--- config.mk ---
export PLATFORM = sky130hd
export DESIGN_NAME = mem_arbiter
export DESIGN_NICKNAME = d
export VERILOG_FILES = /design/src/rtl/mem_arbiter.sv
export SDC_FILE = /design/constraint.sdc
export NUM_CORES = 1
export LEC_CHECK = 0
export ABC_AREA = 0
export BUFFER_PORTS_ARGS = -buffer_cell sky130_fd_sc_hd__buf_2
export CAP_MARGIN = 20
export CORE_AREA = 2 2 106 108
export CTS_BUF_LIST = sky130_fd_sc_hd__clkbuf_2 sky130_fd_sc_hd__clkbuf_4 sky130_fd_sc_hd__clkbuf_8
export CTS_CLUSTER_SIZE = 24
export DETAILED_ROUTE_END_ITERATION = 10
export DIE_AREA = 0 0 108 110
export GPL_ROUTABILITY_DRIVEN = 0
export GPL_TIMING_DRIVEN = 0
export PLACE_DENSITY_LB_ADDON = 0.2
export REMOVE_ABC_BUFFERS = 1
export SLEW_MARGIN = 20
export SYNTH_ARGS = -nofsm -noshare
export SYNTH_HDL_FRONTEND = slang
export SYNTH_SLANG_ARGS = --single-unit
export TNS_END_PERCENT = 20
--- constraint.sdc ---
create_clock -name clock -period 1.6 [get_ports clock]
set_clock_uncertainty 0.05 [all_clocks]
set_input_delay 0.24 -clock clock [delete_from_list [all_inputs] [get_ports clock]]
set_output_delay 0.24 -clock clock [all_outputs]
set_load 0.05 [all_outputs]
--- src/rtl/mem_arbiter.sv ---
// Round-robin arbiter sharing one single-ported memory slave
// between the instruction and data ports of the pipeline.
module mem_arbiter #(
  parameter int ADDR_WIDTH = 32,
  parameter int DATA_WIDTH = 32
) (
  input  logic                    clock,
  input  logic                    reset,
  input  logic [ADDR_WIDTH-1:0]   i_addr,
  input  logic                    i_rd,
  output logic [DATA_WIDTH-1:0]   i_rd_data,
  output logic                    i_waitrequest,
  input  logic [ADDR_WIDTH-1:0]   d_addr,
  input  logic                    d_rd,
  input  logic                    d_wr,
  input  logic [DATA_WIDTH-1:0]   d_wr_data,
  input  logic [DATA_WIDTH/8-1:0] d_wr_be,
  output logic [DATA_WIDTH-1:0]   d_rd_data,
  output logic                    d_waitrequest,
  output logic [ADDR_WIDTH-1:0]   mem_addr,
  output logic                    mem_rd,
  output logic                    mem_wr,
  output logic [DATA_WIDTH-1:0]   mem_wr_data,
  output logic [DATA_WIDTH/8-1:0] mem_wr_be,
  input  logic [DATA_WIDTH-1:0]   mem_rd_data,
  input  logic                    mem_waitrequest
);

  localparam int BE_WIDTH = DATA_WIDTH / 8;

  localparam logic [1:0] IDLE  = 2'd0;
  localparam logic [1:0] GNT_I = 2'd1;
  localparam logic [1:0] GNT_D = 2'd2;

  logic [1:0] state;
  logic [1:0] state_nxt;
  logic       last;
  logic       last_nxt;
  logic       i_req;
  logic       d_req;
  logic       done;

  assign i_req = i_rd;
  assign d_req = d_rd | d_wr;
  assign done  = (mem_rd | mem_wr) & ~mem_waitrequest;

  // last = 1 means D was served last, so I wins the next tie
  always_ff @(posedge clock or posedge reset) begin
    if (reset) begin
      state <= IDLE;
      last  <= 1'b1;
    end else begin
      state <= state_nxt;
      last  <= last_nxt;
    end
  end

  always_comb begin
    state_nxt = state;
    last_nxt  = last;
    case (state)
      IDLE: begin
        if (i_req && d_req)
          state_nxt = last ? GNT_I : GNT_D;
        else if (i_req)
          state_nxt = GNT_I;
        else if (d_req)
          state_nxt = GNT_D;
      end
      GNT_I: begin
        if (!i_req) begin
          state_nxt = IDLE;
        end else if (done) begin
          last_nxt  = 1'b0;
          state_nxt = d_req ? GNT_D : IDLE;
        end
      end
      GNT_D: begin
        if (!d_req) begin
          state_nxt = IDLE;
        end else if (done) begin
          last_nxt  = 1'b1;
          state_nxt = i_req ? GNT_I : IDLE;
        end
      end
      default: state_nxt = IDLE;
    endcase
  end

  // Command mux is purely a function of state so reset kills it at once
  always_comb begin
    mem_addr      = '0;
    mem_rd        = 1'b0;
    mem_wr        = 1'b0;
    mem_wr_data   = '0;
    mem_wr_be     = {BE_WIDTH{1'b0}};
    i_waitrequest = 1'b1;
    d_waitrequest = 1'b1;
    case (state)
      GNT_I: begin
        mem_addr      = i_addr;
        mem_rd        = i_rd;
        i_waitrequest = mem_waitrequest;
      end
      GNT_D: begin
        mem_addr      = d_addr;
        mem_rd        = d_rd;
        mem_wr        = d_wr;
        mem_wr_data   = d_wr_data;
        mem_wr_be     = d_wr_be;
        d_waitrequest = mem_waitrequest;
      end
      default: ;
    endcase
  end

  assign i_rd_data = mem_rd_data;
  assign d_rd_data = mem_rd_data;

endmodule

Word-level counts from Yosys, hierarchy flattened
Cells that the tools add are included.
{"block": "word_totals", "reg_bits": 3, "inputBits": 138, "output_inout_bits": 136, "elab_cells": 43}
{"block": "classes", "eq_ne": 9, "muxes": 23, "n_bitwise": 4, "reduce_logical": 5}
{"cell": "$pmux 32 s2", "n": 1}
{"cell": "$mux 32", "n": 1}
{"cell": "$mux 2", "n": 9}
{"cell": "$mux 1", "n": 8}
{"cell": "$ne 2x2->1 const B", "n": 4}
{"cell": "$ne 3x3->1 const B", "n": 2}
{"cell": "$pmux 2 s3", "n": 1}
{"cell": "$reduce_and 5->1", "n": 1}
{"cell": "$mux 4", "n": 1}
{"cell": "$ne 4x4->1 const B", "n": 1}
{"cell": "$pmux 1 s2", "n": 2}
{"cell": "$reduce_and 3->1", "n": 1}
{"cell": "$eq 2x1->1 const B", "n": 1}
{"cell": "$eq 2x2->1 const B", "n": 1}
{"cell": "$logic_not 2->1", "n": 1}
{"cell": "$or 1x1->1", "n": 2}
{"cell": "$reduce_bool 2->1", "n": 1}
{"cell": "$and 1x1->1", "n": 1}
{"cell": "$logic_and 1x1->1", "n": 1}
{"cell": "$not 1->1", "n": 1}

Logic depth before layout (Yosys ltp)
Gate-level depths: netlist of the first run.
{"block": "logic_depth", "word_depth": 7, "ltp_mapped": 7, "ltp_nobuf": 6}

Least setup slack after synthesis of the first run
Ideal clock, no wire load.
{"block": "synth_path", "path_type": "register to output", "startpoint": "register state[0]", "endpoint": "output port mem_rd", "t_arrival_ps": 2207, "setup_slack_ps": -897, "path_stages_with_launch": 7, "path_buffers": 2, "path_cell_list": "dfrtp_1 > inv_1 > ha_1 > buf_4 > clkbuf_1 > nand2_1 > a21boi_0"}
{"block": "synth_between", "elab_chain_cells": 2, "elab_cells_between_ends": 3, "cone_classes": "eq/ne (2); mux (1)"}
{"item": "start, declared", "line": "35", "rtl": "logic [1:0] state;"}
{"item": "start signal, assigned", "line": "53", "rtl": "state <= state_nxt;"}
{"item": "$eq 2x2->1 or $eq 2x1->1 (tied branches)", "line": "99", "rtl": "case (state)"}
{"item": "$pmux 1 s2 *", "line": "99"}
{"item": "end, declared", "line": "21", "rtl": "output logic mem_rd,"}
Mark *: on every way between the ends. The rest lies on a longest branch, timed or not.

Worst setup path in the final report of the first run
{"block": "layout_path", "startpoint": "register state[0]", "endpoint": "output port mem_addr[4]"}
{"block": "layout_between", "elab_chain_cells": 2, "elab_cells_between_ends": 3, "cone_classes": "eq/ne (2); mux (1)"}
{"item": "$eq 2x2->1 or $eq 2x1->1 (tied branches)", "line": "99"}
{"item": "$pmux 32 s2 *", "line": "99"}
{"item": "end, declared", "line": "20", "rtl": "output logic [ADDR_WIDTH-1:0] mem_addr,"}
Marked as above.

==> key figures, run 1 <==
Clock network
  • Number of H-tree levels: 1
  • TritonCTS clock tree: built
  • Clock net sink count: 3
  • Number of buffers created by CTS: 3
  • Clock slew at the register clock pins of the worst setup and hold paths: 0.03 ns
  • Cell chosen for the clock root: sky130_fd_sc_hd__clkbuf_8
  • Max clock buf depth: 2
  • Clk_lat worst skew: 0.21 ns

Timing
  • Max-slew violation count: 0
  • Total negative slack for setup checks: -14.52 ns
  • Transition at the pin with the smallest max-transition slack: 0.3186 ns
  • Fmax achieved: 0.5398 GHz
  • Worst Slack Setup Final: -0.2524 ns
  • Worst slew margin relative to its limit: 0.7863
  • Unrepaired setup endpoints after global routing: yes
  • Period utilization: 1.158
  • Final hold violation count: 0
  • Min Clock Period, post-route: 1.852 ns
  • Number of endpoints failing setup at the final stage: 74

Synth
  • Synth top cells by count: sky130_fd_sc_hd__buf_4 (65), sky130_fd_sc_hd__and2_1 (37), sky130_fd_sc_hd__a22oi_1 (32), sky130_fd_sc_hd__nor2b_1 (32), sky130_fd_sc_hd__clkbuf_1 (9)
  • Portion of the post-synthesis area used by sequential elements: 0.04919
  • Synthesized area: 0.001551 mm²
  • Register bit total from synthesis: 3
  • Number of warnings issued by yosys: 0
  • Fraction of registers with async set or reset after synthesis: 1.000
  • Average size of a mapped cell: 7.117 µm²
  • Cell type with the highest aggregate area in the netlist: sky130_fd_sc_hd__buf_4
  • Biggest area contributors in the synthesized netlist: sky130_fd_sc_hd__buf_4 (31%), sky130_fd_sc_hd__a22oi_1 (15%), sky130_fd_sc_hd__and2_1 (15%)
  • Post-synth EDFFs: 0
  • Most used DFF post-synth: sky130_fd_sc_hd__dfrtp_1
  • Synthesized netlist cell count: 218
  • Most used standard cell by instance count after synthesis: sky130_fd_sc_hd__buf_4
  • Post-synthesis cell type count: 28
  • Top-area cell type share of the netlist area: 0.3145

Outcome
  • Result of the run: finished, violations left
  • Violations in the final reports: negative setup slack

Routing
  • Number of nets still failing antenna checks after routing: 0
  • Ratio of routed vias to standard cells: 4.252
  • DRC violation count after routing: 0
  • Post-detailed-route wirelength per cell: 23.28 µm
  • Initial detailed-routing violation count: 68
  • DR vias: 2024
  • Final routed wirelength across all metal layers: 11.08 mm
  • Pre-antenna DRT Iters: 4

Layout
  • Final standard cell area without fillers: 0.002972 mm²
  • Fillers: 1191
  • Nets: 479
  • Util after Layout: 0.2778
  • Ant. Diodes: 0
  • Fraction of layout instances using a drive strength above 1: 0.6875
  • Layout area overhead: 91.53%

GRT
  • Via count of the first global-routing pass: 1861
  • Antenna violations before repair: 0
  • All-Layer GR Usage: 0.1700
  • Maximum number of pins on one net before global-route repair: 38
  • First-pass GRT wire length: 13.72 mm
  • Aggregate global routing overflow: 0

Worst setup path
  • Required time of the critical path: 1.31 ns
  • Crit path capture type: output pin
  • Kind of cell with the highest combined delay on the critical path: buffers and inverters
  • Bufs and invs on worst path: 3
  • Maximum fanout encountered on the critical timing path: 10
  • Kind of critical path: reg2out
  • Arrival time of data at the critical path endpoint: 1.56 ns
  • Highest cell delay on the worst timing path: 0.37 ns
  • Chain of cells forming the critical path: inv_2, ha_4, buf_12, a22oi_1, nor2b_1, buf_6
  • CP Launch Type: flop
  • Library cell contributing the largest single delay on the critical path: sky130_fd_sc_hd__dfrtp_1

Pwr
  • Power Dens Cells: 2386 mW/mm²
  • VDD IR max: 0.9153 mV
  • Static power due to leakage: 0.001395 µW

Placed design
  • DPL Wire Length: 7.920 mm
  • Count of input and output buffers: 177
  • Instance area at placement: 0.002107 mm²

Die
  • Die area: 0.01188 mm²
  • Die Y-Extent: 110 µm
  • Top Ports: 274
  • Effective utilization at floorplan: 0.1450
  • Area of the core: 0.01070 mm²
  • Horizontal extent of the die: 108 µm
  • Core Rows: 38

Worst hold path
  • Type of the most critical hold path: in2async

Flow run
  • Max capacitance violation total: 0
## layout by cell type, fill, tap and decap left out, types with 2 or more instances in the layout
cell,count
sky130_fd_sc_hd__buf_12,10
sky130_fd_sc_hd__and2_4,5
sky130_fd_sc_hd__a21oi_1,2
sky130_fd_sc_hd__nand2b_1,2
sky130_fd_sc_hd__nand2_1,3
sky130_fd_sc_hd__buf_6,62
sky130_fd_sc_hd__clkbuf_8,3
sky130_fd_sc_hd__ha_4,3
sky130_fd_sc_hd__nor2_1,2
sky130_fd_sc_hd__buf_2,105
sky130_fd_sc_hd__buf_4,12
sky130_fd_sc_hd__a211o_1,2
sky130_fd_sc_hd__a21o_1,2
sky130_fd_sc_hd__nor2b_2,2
sky130_fd_sc_hd__a21oi_2,2
sky130_fd_sc_hd__nor2b_1,30
sky130_fd_sc_hd__a22oi_1,19
sky130_fd_sc_hd__a22oi_2,13
sky130_fd_sc_hd__and2_1,32
sky130_fd_sc_hd__inv_1,2
sky130_fd_sc_hd__buf_8,2
sky130_fd_sc_hd__buf_16,2
## metrics by stage
stage | setup WS [ns] | hold WS, ns | total power [µW] | std cells
6_report | -0.2524 | 0.3909 | 7091 | 476
4_1_cts | -0.2520 | 0.3927 | 6971 | 474
2_1_floorplan | -1.550 | -0.05708 | 3614 | 138
5_1_grt | -0.3558 | 0.4046 | 7497 | 476
3_5_place_dp | -0.8251 | 0.06718 | 4889 | 456
3_3_place_gp | -1.842 | 0.06075 | 4787 | 455
## final cells by class
| type | instances | area (µm²) | share of cell area |
|---|---|---|---|
| timing repair buffer | 194 | 1609 | 0.5415 |
| inverter | 4 | 17.52 | 0.005895 |
| multi-input combinational | 131 | 1044 | 0.3512 |
| clock buffer | 4 | 48.80 | 0.01642 |
| tap | 140 | 175.2 | 0.05895 |
| sequential | 3 | 77.57 | 0.02611 |
## sequential cells by signal (all words and copies together), names as in the netlist
name,cells
state,2
last,1
## worst register-to-register path, stage by stage (launching register included)
cell,delay (ns)
sky130_fd_sc_hd__dfrtp_1,0.37
sky130_fd_sc_hd__inv_2,0.10
sky130_fd_sc_hd__ha_4,0.26
sky130_fd_sc_hd__buf_12,0.21
sky130_fd_sc_hd__o21ai_2,0.10
sky130_fd_sc_hd__o2bb2ai_2,0.13
sky130_fd_sc_hd__o31ai_2,0.09
sky130_fd_sc_hd__mux2_4,0.34
## final timing paths
check	startpoint	end	slack, ns	cells after the start
min	reset	state[0]$_DFFE_PP0P_	0.39	3
max in group asynchronous	reset	last$_DFFE_PP1P_	0.89	3
max reg2reg	state[0]$_DFFE_PP0P_	state[1]$_DFFE_PP0P_	-0.19	7
min in group clock	d_rd	state[0]$_DFFE_PP0P_	0.41	3
min reg2reg	last$_DFFE_PP1P_	last$_DFFE_PP1P_	0.53	1
max	state[0]$_DFFE_PP0P_	mem_addr[4]	-0.25	6
## power breakdown
| part | internal (µW) | total, µW | switching (µW) |
|---|---|---|---|
| Clock | 186 | 232 | 45.6 |
| Sequential | 115 | 153 | 37.7 |
| Combinational | 2720 | 6710 | 3980 |
## metal layers
| layer | vias to the layer above | GRT usage | part of all wire |
|---|---|---|---|
| met5 | - | 0.004464 | 0 |
| met4 | 0 | 0.01374 | 0.0028 |
| met3 | 10 | 0.1887 | 0.24 |
| met2 | 206 | 0.2084 | 0.37 |
| met1 | 907 | 0.2018 | 0.38 |
| li1 | 901 | - | - |
## logic make-up after synthesis
group / synth area share
fa+ha+maj: 0.03226
simple gates: 0.3073
flops: 0.04920
mux: 0.01613
buf+inv: 0.3629
compound gates: 0.2323
## repair_timing
item | in CTS | in global routing
hold buffers | 1 | 0
cloned | 1 | 0
gates resized for setup | 158 | 27
pin swaps | 3 | 1
buffers inserted | 12 | 2
endpoints found under the hold margin | 2 | 0
setup endpoints to repair | 75 | 75
(Power assumes the default switching activity.)
==> run 2, diff against run 1 <==
Settings changed: CTS_BUF_LIST sky130_fd_sc_hd__clkbuf_2 sky130_fd_sc_hd__clkbuf_4 sky130_fd_sc_hd__clkbuf_8 to not set.
==> run 2 against run 1 <==
Sequential cell count is the same. Highest routed layer unchanged. Largest power group unchanged. Count of clock-buffer cells in the layout is the same. Power shrank 0.25%. Fmax is essentially flat. First-iteration DRC count unchanged. Utilization barely moved. Worst hold slack improved by 0.0013 ns. Global-route usage unchanged. Clock power shrank 8%. Wire length barely moved. Critical path type unchanged. The run still ends with negative setup slack left. Non-clock buffer count unchanged. Sequential share of layout area hardly changed.
==> key figures, run 2 (same netlist as run 1, synthesis figures left out) <==
Outcome
  • Result of the run: finished, violations left
  • Violations in the final reports: negative setup slack

Die
  • Horizontal extent of the die: 108 µm (unchanged)
  • Die Y-Extent: 110 µm (unchanged)
  • Core Rows: 38 (unchanged)
  • Die area: 0.01188 mm² (unchanged)
  • Effective utilization at floorplan: 0.1450 (unchanged)
  • Top Ports: 274 (unchanged)
  • Area of the core: 0.01070 mm² (unchanged)

Worst setup path
  • Maximum fanout encountered on the critical timing path: 10 (unchanged)
  • Required time of the critical path: 1.31 ns (about the same)
  • CP Launch Type: flop
  • Arrival time of data at the critical path endpoint: 1.56 ns (about the same)
  • Kind of critical path: reg2out
  • Crit path capture type: output pin
  • Minimum setup slack among reg-to-reg paths: -0.19 ns (about the same)

Layout
  • Nets: 479 (unchanged)
  • Ant. Diodes: 0 (unchanged)
  • Area taken by multi-input logic gates: 0.001044 mm² (unchanged)
  • Number of flip-flops under the largest register name: 2 (unchanged)
  • Registers with the highest flip-flop counts: state (2), last (1)
  • Fillers: 1191 (unchanged)
  • Largest reg by FF count: state
  • Fraction of layout instances using a drive strength above 1: 0.6845 (-0.002976)
  • Most frequent cells in the layout: sky130_fd_sc_hd__buf_2 (105), sky130_fd_sc_hd__buf_6 (62), sky130_fd_sc_hd__and2_1 (32), sky130_fd_sc_hd__nor2b_1 (30), sky130_fd_sc_hd__a22oi_1 (19)
  • Final standard cell area without fillers: 0.002968 mm² (-0.13%)
  • Layout area overhead: 91.29%
  • Most common library cell in the layout ignoring fill and taps: sky130_fd_sc_hd__buf_2
  • Final cell count without fillers: 476 (unchanged)
  • Area taken by flip-flops and latches: 77.57 µm² (unchanged)
  • Util after Layout: 0.2774 (-0.0003510)

Clock network
  • TritonCTS clock tree: built
  • Clock slew at the register clock pins of the worst setup and hold paths: 0.03 ns (about the same)
  • Clock net sink count: 3 (unchanged)
  • Max clock buf depth: 2 (unchanged)
  • Cell chosen for the clock root: sky130_fd_sc_hd__clkbuf_8
  • Clk_lat worst skew: 0.21 ns (about the same)
  • Number of buffers created by CTS: 3 (unchanged)
  • Number of H-tree levels: 1 (unchanged)

GRT
  • Aggregate global routing overflow: 0 (unchanged)
  • Maximum number of pins on one net before global-route repair: 38 (unchanged)
  • All-Layer GR Usage: 0.1700 (unchanged)
  • Antenna violations before repair: 0 (unchanged)
  • First-pass GRT wire length: 13.72 mm (unchanged)
  • Via count of the first global-routing pass: 1861 (unchanged)

Pwr
  • Static power due to leakage: 0.001392 µW (-0.25%)
  • Total Power Consumption: 7073 µW (-0.25%)
  • Power Dens Cells: 2383 mW/mm² (-0.12%)
  • VDD IR max: 0.9147 mV (about the same)

Placed design
  • Count of input and output buffers: 177 (unchanged)
  • Instance area at placement: 0.002107 mm² (unchanged)
  • DP Worst Slack: -0.8251 ns (unchanged)
  • DP Cell Count: 456 (unchanged)
  • DPL Wire Length: 7.920 mm (unchanged)

Routing
  • DRC violation count after routing: 0 (unchanged)
  • DR vias: 2024 (unchanged)
  • Pre-antenna DRT Iters: 4 (unchanged)
  • Ratio of routed vias to standard cells: 4.252 (unchanged)
  • Initial detailed-routing violation count: 68 (unchanged)
  • Number of nets still failing antenna checks after routing: 0 (unchanged)
  • Final routed wirelength across all metal layers: 11.08 mm (about the same)
  • Post-detailed-route wirelength per cell: 23.28 µm (about the same)

Timing
  • Min Clock Period, post-route: 1.851 ns (-0.001000 ns)
  • Unrepaired setup endpoints after global routing: yes
  • Worst Slack Setup Final: -0.2514 ns (+0.001000 ns)
  • Worst slew margin relative to its limit: 0.7863 (unchanged)
  • Number of endpoints failing setup at the final stage: 74 (unchanged)
  • Fmax achieved: 0.5401 GHz (about the same)
  • Transition at the pin with the smallest max-transition slack: 0.3186 ns (unchanged)
  • Period utilization: 1.157 (about the same)
  • Final hold violation count: 0 (unchanged)
  • Max-slew violation count: 0 (unchanged)

Flow run
  • Max capacitance violation total: 0 (unchanged)

Worst hold path
  • Type of the most critical hold path: in2async
-- run 2: power breakdown --
group          internal, µW  switching (µW)  total (µW)
combinational          2720            3980        6710
sequential              115            37.7         153
clock                   169            44.8         214
total                  3010            4070        7070
-- run 2: area by class of cell --
| type | count | area share |
|---|---|---|
| clock buffers | 4 | 0.01518 |
| inverters | 4 | 0.005902 |
| multi-input cells | 131 | 0.3516 |
| flip-flops and latches | 3 | 0.02614 |
| well taps | 140 | 0.05902 |
| repair buffers | 194 | 0.5422 |
-- run 2: critical path, cell delays in order (launching register included) --
cell	delay [ns]
sky130_fd_sc_hd__dfrtp_1	0.37
sky130_fd_sc_hd__inv_2	0.10
sky130_fd_sc_hd__ha_4	0.26
sky130_fd_sc_hd__buf_12	0.18
sky130_fd_sc_hd__a22oi_1	0.09
sky130_fd_sc_hd__nor2b_1	0.16
sky130_fd_sc_hd__buf_6	0.18
-- run 2: path summary, 6_finish.rpt --
| kind | startpoint | to | cells past startpoint |
|---|---|---|---|
| worst max-delay path | state[0]$_DFFE_PP0P_ | mem_addr[4] | 6 |
| worst min-delay path | reset | state[0]$_DFFE_PP0P_ | 3 |
| worst max register to register | state[0]$_DFFE_PP0P_ | state[1]$_DFFE_PP0P_ | 7 |
| worst min register to register | last$_DFFE_PP1P_ | last$_DFFE_PP1P_ | 1 |
| max in group asynchronous | reset | last$_DFFE_PP1P_ | 3 |
| min in group clock | d_rd | state[0]$_DFFE_PP0P_ | 3 |
-- run 2: through the flow --
stage | setup TNS, ns | hold WS (ns)
after global placement | -121.42 | 0.06075
after floorplan | -77.07 | -0.05708
after CTS | -15.40 | 0.3928
after detailed placement | -41.32 | 0.06718
final | -14.45 | 0.3921
after global routing | -21.92 | 0.4046
-- run 2: per-layer routing --
metal	routed length (µm)	share of wire	GRT usage	up-vias
met5	0	0	0.004464	-
met4	31	0.0028	0.01374	0
met1	4189	0.38	0.2018	907
met2	4154	0.37	0.2084	206
met3	2705	0.24	0.1887	10
li1	-	-	-	901
-- run 2: timing repair --
action,in CTS,in global routing
resized for setup,158,27
pin swaps,3,1
setup endpoints to repair,75,75
gates cloned,1,0
buffers inserted,12,2
hold buffers,1,0
hold endpoints to repair,2,0
==> run 3, diff against run 2 <==
Clock period 1.6 ns to 2.3 ns, I/O delays scaled along.
==> run 3 against run 2 <==
The run now ends clean. Wire length shrank 6.5%. Via count shrank 2.9%. Largest cell class unchanged. Final cell count shrank 1.9%. Register-to-register slack gained 0.60 ns. Largest power group unchanged. First-iteration DRC count grew 54%. Worst hold slack gained 0.10 ns. Combinational power shrank 48%. Die area is the same. Worst setup slack gained 0.34 ns.
==> key figures, run 3 (same netlist as run 1, synthesis figures left out) <==
Pwr
  • Switching component of the power: 2545 µW (-37%)
  • VDD IR max: 0.7784 mV (-15%)
  • Switching Fraction: 0.6739 (+0.09894)
  • Internal portion of total power: 1232 µW (-59%)
  • Power Dens Cells: 1664 mW/mm² (-30%)
  • Seq pwr share: 0.027 (+0.005)
  • Relative contribution of the clock network to total power: 0.040 (+0.010)
  • Static power due to leakage: 0.001215 µW (-13%)
  • Portion of total power attributed to combinational logic: 0.933 (-0.015)

Layout
  • Fraction of layout instances using a drive strength above 1: 0.5994 (-0.08514)
  • Nets: 470 (-1.9%)
  • Registers with the highest flip-flop counts: state (2), last (1)
  • Number of flip-flops under the largest register name: 2 (unchanged)
  • Most frequent cells in the layout: sky130_fd_sc_hd__buf_2 (173), sky130_fd_sc_hd__and2_1 (37), sky130_fd_sc_hd__a22oi_1 (32), sky130_fd_sc_hd__nor2b_1 (32)
  • Most common library cell in the layout ignoring fill and taps: sky130_fd_sc_hd__buf_2
  • Largest reg by FF count: state
  • Ant. Diodes: 0 (unchanged)
  • Layout area overhead: 46.29%

Routing
  • Pre-antenna DRT Iters: 5 (+1)
  • Number of nets still failing antenna checks after routing: 0 (unchanged)
  • Ratio of routed vias to standard cells: 4.210 (-0.99%)
  • Initial detailed-routing violation count: 105 (+54%)
  • Final routed wirelength across all metal layers: 10.36 mm (-6.5%)
  • DR vias: 1966 (-2.9%)
  • DRC violation count after routing: 0 (unchanged)
  • Post-detailed-route wirelength per cell: 22.18 µm (-4.7%)

Timing
  • Unrepaired setup endpoints after global routing: no
  • Min Clock Period, post-route: 2.209 ns
  • Total negative slack for setup checks: 0 ns (+14.45 ns)
  • Transition at the pin with the smallest max-transition slack: 0.3605 ns (+0.04195 ns)
  • Number of endpoints failing setup at the final stage: 0 (-100%)
  • Fmax achieved: 0.4527 GHz
  • Period utilization: 0.9605
  • Final hold violation count: 0 (unchanged)
  • Worst slew margin relative to its limit: 0.7596 (-0.02669)
  • Worst Slack Setup Final: 0.09084 ns (+0.3422 ns)
  • Post-route worst hold slack: 0.4962 ns (+0.1041 ns)
  • Max-slew violation count: 0 (unchanged)

GRT
  • All-Layer GR Usage: 0.1559 (-0.01411)
  • Via count of the first global-routing pass: 1741 (-6.4%)
  • Maximum number of pins on one net before global-route repair: 38 (unchanged)
  • First-pass GRT wire length: 12.71 mm (-7.3%)
  • Antenna violations before repair: 0 (unchanged)
  • Aggregate global routing overflow: 0 (unchanged)

Worst setup path
  • Minimum setup slack among reg-to-reg paths: 0.41 ns (+0.60 ns)
  • Kind of critical path: reg2out
  • CP Launch Type: flop
  • Required time of the critical path: 1.90 ns (+0.59 ns)
  • Maximum fanout encountered on the critical timing path: 11 (+1)
  • Arrival time of data at the critical path endpoint: 1.81 ns (+0.25 ns)
  • Crit path capture type: output pin

Clock network
  • TritonCTS clock tree: built
  • Cell chosen for the clock root: sky130_fd_sc_hd__clkbuf_8
  • Number of H-tree levels: 1 (unchanged)
  • Max clock buf depth: 2 (unchanged)
  • Clock slew at the register clock pins of the worst setup and hold paths: 0.03 ns (about the same)
  • Number of buffers created by CTS: 3 (unchanged)
  • Clock net sink count: 3 (unchanged)
  • Clk_lat worst skew: 0.21 ns (about the same)

Outcome
  • Result of the run: finished clean

Die
  • Die area: 0.01188 mm² (unchanged)
  • Effective utilization at floorplan: 0.1450 (unchanged)
  • Die Y-Extent: 110 µm (unchanged)
  • Area of the core: 0.01070 mm² (unchanged)
  • Horizontal extent of the die: 108 µm (unchanged)
  • Core Rows: 38 (unchanged)
  • Top Ports: 274 (unchanged)

Flow run
  • Max capacitance violation total: 0 (unchanged)

Placed design
  • Count of input and output buffers: 177 (unchanged)
  • DP Worst Slack: -0.2301 ns (+0.5950 ns)
  • DPL Wire Length: 7.920 mm (unchanged)

Worst hold path
  • Type of the most critical hold path: in2async
==> run 3: final timing paths <==
path                                           start  depth (start not counted)                   end
max in group asynchronous                      reset                          3      last$_DFFE_PP1P_
worst min-delay path                           reset                          3  state[0]$_DFFE_PP0P_
worst max-delay path            state[1]$_DFFE_PP0P_                          6          mem_addr[23]
worst min register to register      last$_DFFE_PP1P_                          1      last$_DFFE_PP1P_
min in group clock                              d_rd                          3  state[0]$_DFFE_PP0P_
worst max register to register  state[0]$_DFFE_PP0P_                          6  state[1]$_DFFE_PP0P_
==> run 3: power by group through the flow <==
stage	registers (µW)	logic (µW)	clock network (µW)
after floorplan	92.9	2420	0
after global placement	97.4	3250	0
after detailed placement	101	3300	0
after CTS	104	3520	154
after global routing	107	3770	163
final	103	3520	150
==> run 3: metrics by stage <==
stage / total power [µW] / util / std cells / instance area, µm²
after floorplan: 2514 / - / 138 / 1003
after global placement: 3347 / 0.1930 / 455 / 2064
after detailed placement: 3401 / 0.1970 / 456 / 2107
after CTS: 3782 / 0.2085 / 464 / 2231
after global routing: 4038 / 0.2122 / 467 / 2270
final: 3776 / 0.2122 / 467 / 2270
==> run 3: cell type report <==
cell class	instances	area [µm²]
fill	1249	8428
timing repair buffer	185	1008
sequential	3	76.32
multi-input combinational	131	949.7
inverter	4	15.01
clock buffer	4	45.04
tap	140	175.2
==> run 3: repair_timing <==
| item | CTS | global route |
|---|---|---|
| endpoints found under the hold margin | 2 | 0 |
| buffers inserted | 3 | 3 |
| setup endpoints to repair | 65 | 45 |
| gates cloned | 0 | 0 |
| pin swaps | 1 | 2 |
| gates resized for setup | 3 | 4 |
| hold buffers | 1 | 0 |
==> run 3: critical path: stages, from the launching register on <==
cell and delay (ns):
sky130_fd_sc_hd__dfrtp_1 0.42, sky130_fd_sc_hd__inv_1 0.18, sky130_fd_sc_hd__ha_4 0.30, sky130_fd_sc_hd__clkbuf_8 0.24, sky130_fd_sc_hd__a22oi_1 0.08, sky130_fd_sc_hd__nor2b_1 0.11, sky130_fd_sc_hd__buf_2 0.27
==> run 3: metal layers <==
metal | vias up | GRT usage | share of wire | wire length, µm
li1 | 882 | - | - | -
met1 | 869 | 0.1736 | 0.36 | 3774
met2 | 209 | 0.1882 | 0.36 | 3773
met3 | 6 | 0.1952 | 0.27 | 2779
met4 | 0 | 0.01374 | 0.0031 | 32
met5 | - | 0.004464 | 0 | 0
